[config.mk]
export PLATFORM = sky130hd
export DESIGN_NAME = matmul_seq
export DESIGN_NICKNAME = d
export VERILOG_FILES = /design/src/rtl/matmul_seq.sv
export SDC_FILE = /design/constraint.sdc
export NUM_CORES = 1
export LEC_CHECK = 0
export ABC_AREA = 1
export ABC_CLOCK_PERIOD_IN_PS = 8150
export CORE_MARGIN = 8
export CORE_UTILIZATION = 35
export CTS_CLUSTER_SIZE = 24
export DETAILED_ROUTE_END_ITERATION = 12
export MAX_ROUTING_LAYER = met4
export SKIP_CTS_REPAIR_TIMING = 1
export SKIP_LAST_GASP = 1
export SLEW_MARGIN = 20
export SYNTH_ARGS = -nofsm -noshare
export SYNTH_HDL_FRONTEND = slang
export SYNTH_SLANG_ARGS = --single-unit
export TNS_END_PERCENT = 100
[constraint.sdc]
create_clock -name i_clk -period 8.15 [get_ports i_clk]
set_input_delay 1.63 -clock i_clk [delete_from_list [all_inputs] [get_ports i_clk]]
set_output_delay 1.63 -clock i_clk [all_outputs]
set_load 0.01 [all_outputs]
[src/rtl/matmul_seq.sv]
// matmul_seq: sequential N x N unsigned matrix multiplier.
// One multiply-accumulate unit walks the N^3 partial products of R = A x B.
// Operands are captured when a trigger is accepted in IDLE. Results collect in
// an internal buffer, and that buffer is copied to o_result in one step, so
// o_result only ever shows complete products.
//
// Handshake: o_ready is high only in IDLE. A start is accepted on a rising edge
// where i_trigger=1 and o_ready=1. o_valid is high for exactly one cycle, the
// cycle in which o_result first shows the new product. i_trigger is ignored
// while o_ready=0.
module matmul_seq #(
    parameter int N        = 3,
    parameter int DW       = 7,
    parameter int OW       = 7,
    parameter int SATURATE = 0
) (
    input  logic                i_clk,
    input  logic                i_rst,
    input  logic                i_trigger,
    input  logic [N*N*DW-1:0]   i_a,
    input  logic [N*N*DW-1:0]   i_b,
    output logic                o_ready,
    output logic                o_valid,
    output logic [N*N*OW-1:0]   o_result
);

    // The accumulator holds a full dot product, so it can never overflow.
    localparam int AW = 2 * DW + $clog2(N);
    localparam int IW = ($clog2(N) > 0) ? $clog2(N) : 1;
    // This width holds both the sum and the output maximum without loss.
    localparam int SW = (AW > OW) ? AW : OW;
    localparam logic [IW-1:0] LAST    = IW'(N - 1);
    localparam logic [SW-1:0] OUT_MAX = SW'({OW{1'b1}});

    typedef enum logic [1:0] {
        IDLE = 2'd0,
        RUN  = 2'd1,
        DONE = 2'd2
    } state_t;

    state_t              state_q, state_d;
    logic [N*N*DW-1:0]   a_q, a_d;
    logic [N*N*DW-1:0]   b_q, b_d;
    logic [AW-1:0]       acc_q, acc_d;
    logic [IW-1:0]       row_q, row_d;
    logic [IW-1:0]       col_q, col_d;
    logic [IW-1:0]       k_q, k_d;
    logic [N*N*OW-1:0]   buf_q, buf_d;
    logic [N*N*OW-1:0]   result_q, result_d;
    logic                valid_q, valid_d;

    logic [DW-1:0]       a_elem;
    logic [DW-1:0]       b_elem;
    logic [2*DW-1:0]     prod;
    logic [AW-1:0]       sum;
    logic [SW-1:0]       sum_ext;
    logic [OW-1:0]       red;

    // MAC datapath: select A[row][k] and B[k][col], then multiply, add and reduce.
    always_comb begin
        a_elem  = a_q[(int'(row_q) * N + int'(k_q)) * DW +: DW];
        b_elem  = b_q[(int'(k_q) * N + int'(col_q)) * DW +: DW];
        prod    = (2*DW)'(a_elem) * (2*DW)'(b_elem);
        sum     = acc_q + AW'(prod);
        sum_ext = SW'(sum);
        if ((SATURATE != 0) && (sum_ext > OUT_MAX)) begin
            red = {OW{1'b1}};
        end else begin
            red = sum_ext[OW-1:0];
        end
    end

    // Next-state logic: capture the operands, run the index walk, publish the result.
    always_comb begin
        state_d  = state_q;
        a_d      = a_q;
        b_d      = b_q;
        acc_d    = acc_q;
        row_d    = row_q;
        col_d    = col_q;
        k_d      = k_q;
        buf_d    = buf_q;
        result_d = result_q;
        valid_d  = 1'b0;

        case (state_q)
            IDLE: begin
                if (i_trigger) begin
                    a_d     = i_a;
                    b_d     = i_b;
                    acc_d   = '0;
                    row_d   = '0;
                    col_d   = '0;
                    k_d     = '0;
                    state_d = RUN;
                end
            end
            RUN: begin
                if (k_q != LAST) begin
                    acc_d = sum;
                    k_d   = k_q + 1'b1;
                end else begin
                    // The last term of this dot product is summed here without
                    // passing through acc.
                    buf_d[(int'(row_q) * N + int'(col_q)) * OW +: OW] = red;
                    acc_d = '0;
                    k_d   = '0;
                    if (col_q == LAST) begin
                        col_d = '0;
                        if (row_q == LAST) begin
                            row_d   = '0;
                            state_d = DONE;
                        end else begin
                            row_d = row_q + 1'b1;
                        end
                    end else begin
                        col_d = col_q + 1'b1;
                    end
                end
            end
            DONE: begin
                result_d = buf_q;
                valid_d  = 1'b1;
                state_d  = IDLE;
            end
            default: begin
                state_d = IDLE;
            end
        endcase
    end

    // State register. A synchronous reset aborts any job in progress.
    always_ff @(posedge i_clk) begin
        if (i_rst) begin
            state_q  <= IDLE;
            a_q      <= '0;
            b_q      <= '0;
            acc_q    <= '0;
            row_q    <= '0;
            col_q    <= '0;
            k_q      <= '0;
            buf_q    <= '0;
            result_q <= '0;
            valid_q  <= 1'b0;
        end else begin
            state_q  <= state_d;
            a_q      <= a_d;
            b_q      <= b_d;
            acc_q    <= acc_d;
            row_q    <= row_d;
            col_q    <= col_d;
            k_q      <= k_d;
            buf_q    <= buf_d;
            result_q <= result_d;
            valid_q  <= valid_d;
        end
    end

    assign o_ready  = (state_q == IDLE);
    assign o_valid  = valid_q;
    assign o_result = result_q;

endmodule

Word level (Yosys, flattened, before mapping):

Index checks and enable logic that the tools add are counted.

* register bits: 277
* input bits: 129
* output and inout port bits: 65
* word-level logic and storage cells: 66

* add/subtract/negate cells: 8
* multipliers: 6
* equality and inequality tests: 9
* shift operators: 4
* muxes and demuxes: 20
* bitwise operators: 1
* reductions and logical operators: 8

Operators with widths (number)
* 63-bit bitwise mux: 1
* 7-bit by 33-bit variable shift with 63-bit output (first input constant): 1
* 63-bit by 32-bit variable part select with 7-bit output: 1
* 63-bit by 9-bit variable part select with 7-bit output: 1
* 7-bit by 33-bit variable part select with 63-bit output: 1
* 8-bit negator with 33-bit output: 1
* 32-bit by 3-bit adder with 32-bit output: 1
* 32-bit by 4-bit multiplier with 32-bit output (second input constant): 1
* 16-bit two-way mux: 2
* 16-bit case mux with 2 select lines: 1
* 2-bit two-way mux: 11
* 16-bit by 14-bit adder with 16-bit output: 1
* 5-bit by 3-bit multiplier with 8-bit output (second input constant): 2
* 2-bit case mux with 2 select lines: 4
* 7-bit by 7-bit multiplier with 14-bit output: 1
* 4-bit by 2-bit adder with 5-bit output: 2
* 2-bit inequality test (second input constant): 5
* 2-bit by 2-bit multiplier with 4-bit output (second input constant): 2
* 4-bit AND reduction: 2
* 2-bit by 1-bit adder with 2-bit output (second input constant): 3
* 2-bit == test (second input constant): 3
* 2-bit AND reduction: 3
* 3-bit AND reduction: 1
* 2-bit by 1-bit == test with 1-bit output (second input constant): 1
* other kinds (4): 4

Logic depth before layout (Yosys ltp):

* depth in word-level cells: 8
* gate-level depth with buffers: 50
* depth with buffers taken out: 49

Worst setup path before layout:

Ideal clock, no wire load.

* path kind: reg-to-reg
* start: register row_q[0]
* end: register buf_q[6]
* library setup time: 0.129 ns
* arrival: 7.356 ns
* required time: 8.021 ns
* path slack: 0.665 ns
* cell stages (with the launch flop): 48
* buffers on the path: 1
* period minus slack after synthesis: 7.485 ns
* path through: dfxtp_1 inv_1 ha_1 ha_1 a21oi_1 or2_2 xor2_1 ha_1 inv_1 fa_1 inv_1 ha_1 inv_1 nand2_1 nand3_2 nand2_1 nand2_1 nand2_4 (+12 left out) fa_1 inv_1 fa_1 inv_1 fa_1 inv_1 fa_1 inv_1 ha_1 a21o_1 a31oi_1 inv_1 nand2_1 nand2_1 inv_1 nand2_2 nand2_1 a21oi_1

* word-level cells in the longest chain between the ends: 8
* elaborated cells between the ends (all ways): 12
* those cells by class: add/sub (4); mul (4); shift (3); mux (1)

RTL lines
* start: declaration: RTL line 45 `logic [IW-1:0] row_q, row_d;`
* start signal: assignment: RTL line 150 `row_q <= row_d;`
* 2-bit by 2-bit multiplier with 4-bit output (*): RTL line 61, 105
* 32-bit by 3-bit adder with 32-bit output: RTL line 61 `a_elem = a_q[(int'(row_q) * N + int'(k_q)) * DW +: DW];`
* 32-bit by 4-bit multiplier with 32-bit output: RTL line 61
* 63-bit by 32-bit variable part select with 7-bit output: RTL line 61
* 7-bit by 7-bit multiplier with 14-bit output: RTL line 63 `prod = (2*DW)'(a_elem) * (2*DW)'(b_elem);`
* 16-bit by 14-bit adder with 16-bit output: RTL line 64 `sum = acc_q + AW'(prod);`
* 7-bit by 33-bit variable part select with 63-bit output: RTL line 105 `buf_d[(int'(row_q) * N + int'(col_q)) * OW +: OW] = red;`
* 63-bit bitwise mux (*): RTL line 105
* end signal: assignment: RTL line 153 `buf_q <= buf_d;`
* end: declaration: RTL line 48 `logic [N*N*OW-1:0] buf_q, buf_d;`

Mark *: on every way between the ends. The rest lies on a longest branch, timed or not.
A chain may end at the register's enable or synchronous reset.

Worst setup path in the final report:

* start: register row_q[0]
* end: register buf_q[27]

The elaborated chain is that of the path after synthesis.

==> metrics.txt <==
RD Place Congestion 0.8921; crit path max fanout 13; DR vias/cell 5.292; post-DP HPWL 33050 um; initial DRC count 1315; Min-Delay Path Class register to register; worst vdd ir 0.4472 mV; # H-tree levels 1; Post-Route WL 48490 um; Placed Cells 2772; worst setup path class register to register; Critical Path Sink Type register; cell area power density 404.9 mW/mm^2; CP max stage delay 0.54 ns; initial core utilization 35.55%; DRC Markers 0; Worst EP arrival 8.31 ns; synth unique cells 42; most frequent cells in the layout 374 x nor2_1, 294 x nand3_1, 275 x nand2_1; drt wl/cell 17.07 um; die area 0.04845 sq mm; global-route wire length before repair 76210 um; synth warn 0; register area share after synthesis 36.79%; # IOs 194; syn nets 2337; CP max stage cell fa_1; area grow syn2layout 27.59%; die width 220.1 um; num rows 74; most common cell after layout, fill and taps aside nor2_1; antenna violations before repair 0; fraction of layout instances using a drive strength above 1 8.232%; vias in the first global route 14630; multi-input logic area 0.008324 sq mm; Max-slew headroom 33.16%; GRT overflow 0; CTS tree built; nets 2476; most frequent CP cell inv_1; Die H 220.1 um; Cell Area, Synth 0.01458 sq mm; post-route ant nets 0; Final Hold Viols 0; non-filler cells, final 2840; syn avg cell area 6.798 sq um; FMAX 128.4 MHz; IO Port Bufs 193; Slew @ Worst Pin 1.003 ns; # diodes 0; Final min period 7.789 ns; clk buf depth 3; fillers 4180; P_leak 7.810 nW; Core Area 0.04102 sq mm; final worst-path cycle share 95.58%; Inserted Clock Buffers 30; clk_lat worst skew 0.60 ns; DRT Pass-1 Iters 5; Reg clk slew, reported paths 0.07 ns; Worst Path Required 8.67 ns; root buffer cell clkbuf_16; total of max-cap violations 0; flip-flop and latch area 0.005368 sq mm; #FFs+latches synth 268; Post-Synthesis Cells 2145; via count 15030; Tot Pwr 7.533 mW; GRT Total Usage 19.56%; largest net degree at the start of global routing 142; fin. max-slew vios 0; Clock Skew 0.02996 ns; clk sink count 268; startpoint class of the critical path register; status finished clean; final setup fails 0
==> logic make-up (layout without fill, tap and decap cells) <==
| group | count (synthesis) | in the layout | share of synthesized area, % |
|---|---|---|---|
| simple gates | 1074 | 1074 | 31.93 |
| compound gates | 430 | 430 | 15.88 |
| buf+inv | 296 | 459 | 8.117 |
| flops | 268 | 268 | 36.79 |
| fa+ha+maj | 63 | 63 | 6.384 |
| xor+xnor | 14 | 14 | 0.8924 |
==> per-layer routing <==
layer	up-vias	share of wire [%]	global-route usage, %
li1	7463	-	-
met1	7018	46	26.09
met2	463	46	31.55
met3	86	5.4	2.180
met4	0	2.2	4.655
met5	-	0	-
==> final timing paths <==
path                 start         to  slack, ns  depth (start not counted)
setup / recovery  row_q[0]  buf_q[27]       0.36                         46
hold / removal     b_q[20]    b_q[20]       0.45                          2
setup reg to reg  row_q[0]  buf_q[27]       0.36                         46
hold reg to reg    b_q[20]    b_q[20]       0.45                          2
==> flip-flops by register name (all words and copies together) (netlist names) <==
name / count
acc_q: 7
buf_q: 63
o_valid: 1
b_q: 63
k_q: 2
a_q: 63
state_q: 2
col_q: 2
o_result: 63
row_q: 2
==> final cells by class <==
class / count / share of cell area, %
inverters: 149 / 3.073
flip-flops and latches: 268 / 28.85
clock inverters: 17 / 1.251
repair buffers: 254 / 14.03
well taps: 532 / 3.577
clock buffers: 39 / 4.485
multi-input cells: 1581 / 44.74
==> worst max-delay path, delay by kind of cell, from the launching register on <==
kind | cells | cell delay (ns)
DFF | 1 | 0.34
adders and majority gates | 10 | 3.54
buffers and inverters | 11 | 0.76
AOI/OAI and AO/OA | 4 | 0.58
and+or+nand+nor | 20 | 2.27
xor gates and xnor gates | 1 | 0.17
==> report_power, final <==
part | leakage (nW) | internal [mW] | switching, mW
logic | 5.11 | 1.63 | 2.96
registers | 2.19 | 1.43 | 0.0778
clock network | 0.516 | 0.856 | 0.581
==> synth_stat cells, drive strengths merged <==
library cell,instances,share of area [%]
a221oi,3,0.18
fa,19,2.6
nand2,286,7.4
a32oi,1,0.060
dfxtp,268,37
a221o,2,0.14
o22ai,2,0.086
ha,44,3.8
buf,31,1.3
nor2,390,10
o311ai,2,0.12
nand3b,2,0.10
nor2b,1,0.043
nor3b,1,0.051
nor4,1,0.15
a211oi,8,0.41
a22oi,3,0.15
xnor2,7,0.47
a21o,2,0.10
nand3,313,11
xor2,7,0.42
o211a,12,0.82
clkinv,5,0.13
a32o,4,0.27
or2,4,0.17
inv,144,3.7
nor3,16,0.55
a31oi,1,0.043
clkbuf,116,3.0
nand4,60,2.6
a21oi,128,4.4
o21ai,256,8.8
o211ai,6,0.31
==> through the flow <==
| stage | area, sq um | worst slack [ns] | hold WS, ns | util, % | setup TNS [ns] |
|---|---|---|---|---|---|
| final | 18610 | 0.3606 | 0.4513 | 45.36 | 0 |
| after global routing | 18610 | -0.07273 | 0.4769 | 45.36 | -0.2858 |
| after CTS | 18080 | -0.05678 | 0.4524 | 44.09 | -0.2459 |
| after detailed placement | 17020 | -0.03745 | 0.4442 | 41.49 | -0.1486 |
| after global placement | 17020 | 0.09193 | 0.4418 | 41.49 | 0 |
| after floorplan | 14580 | 0.6653 | 0.4245 | - | 0 |
Note: power is estimated with default switching activity, not from simulation.
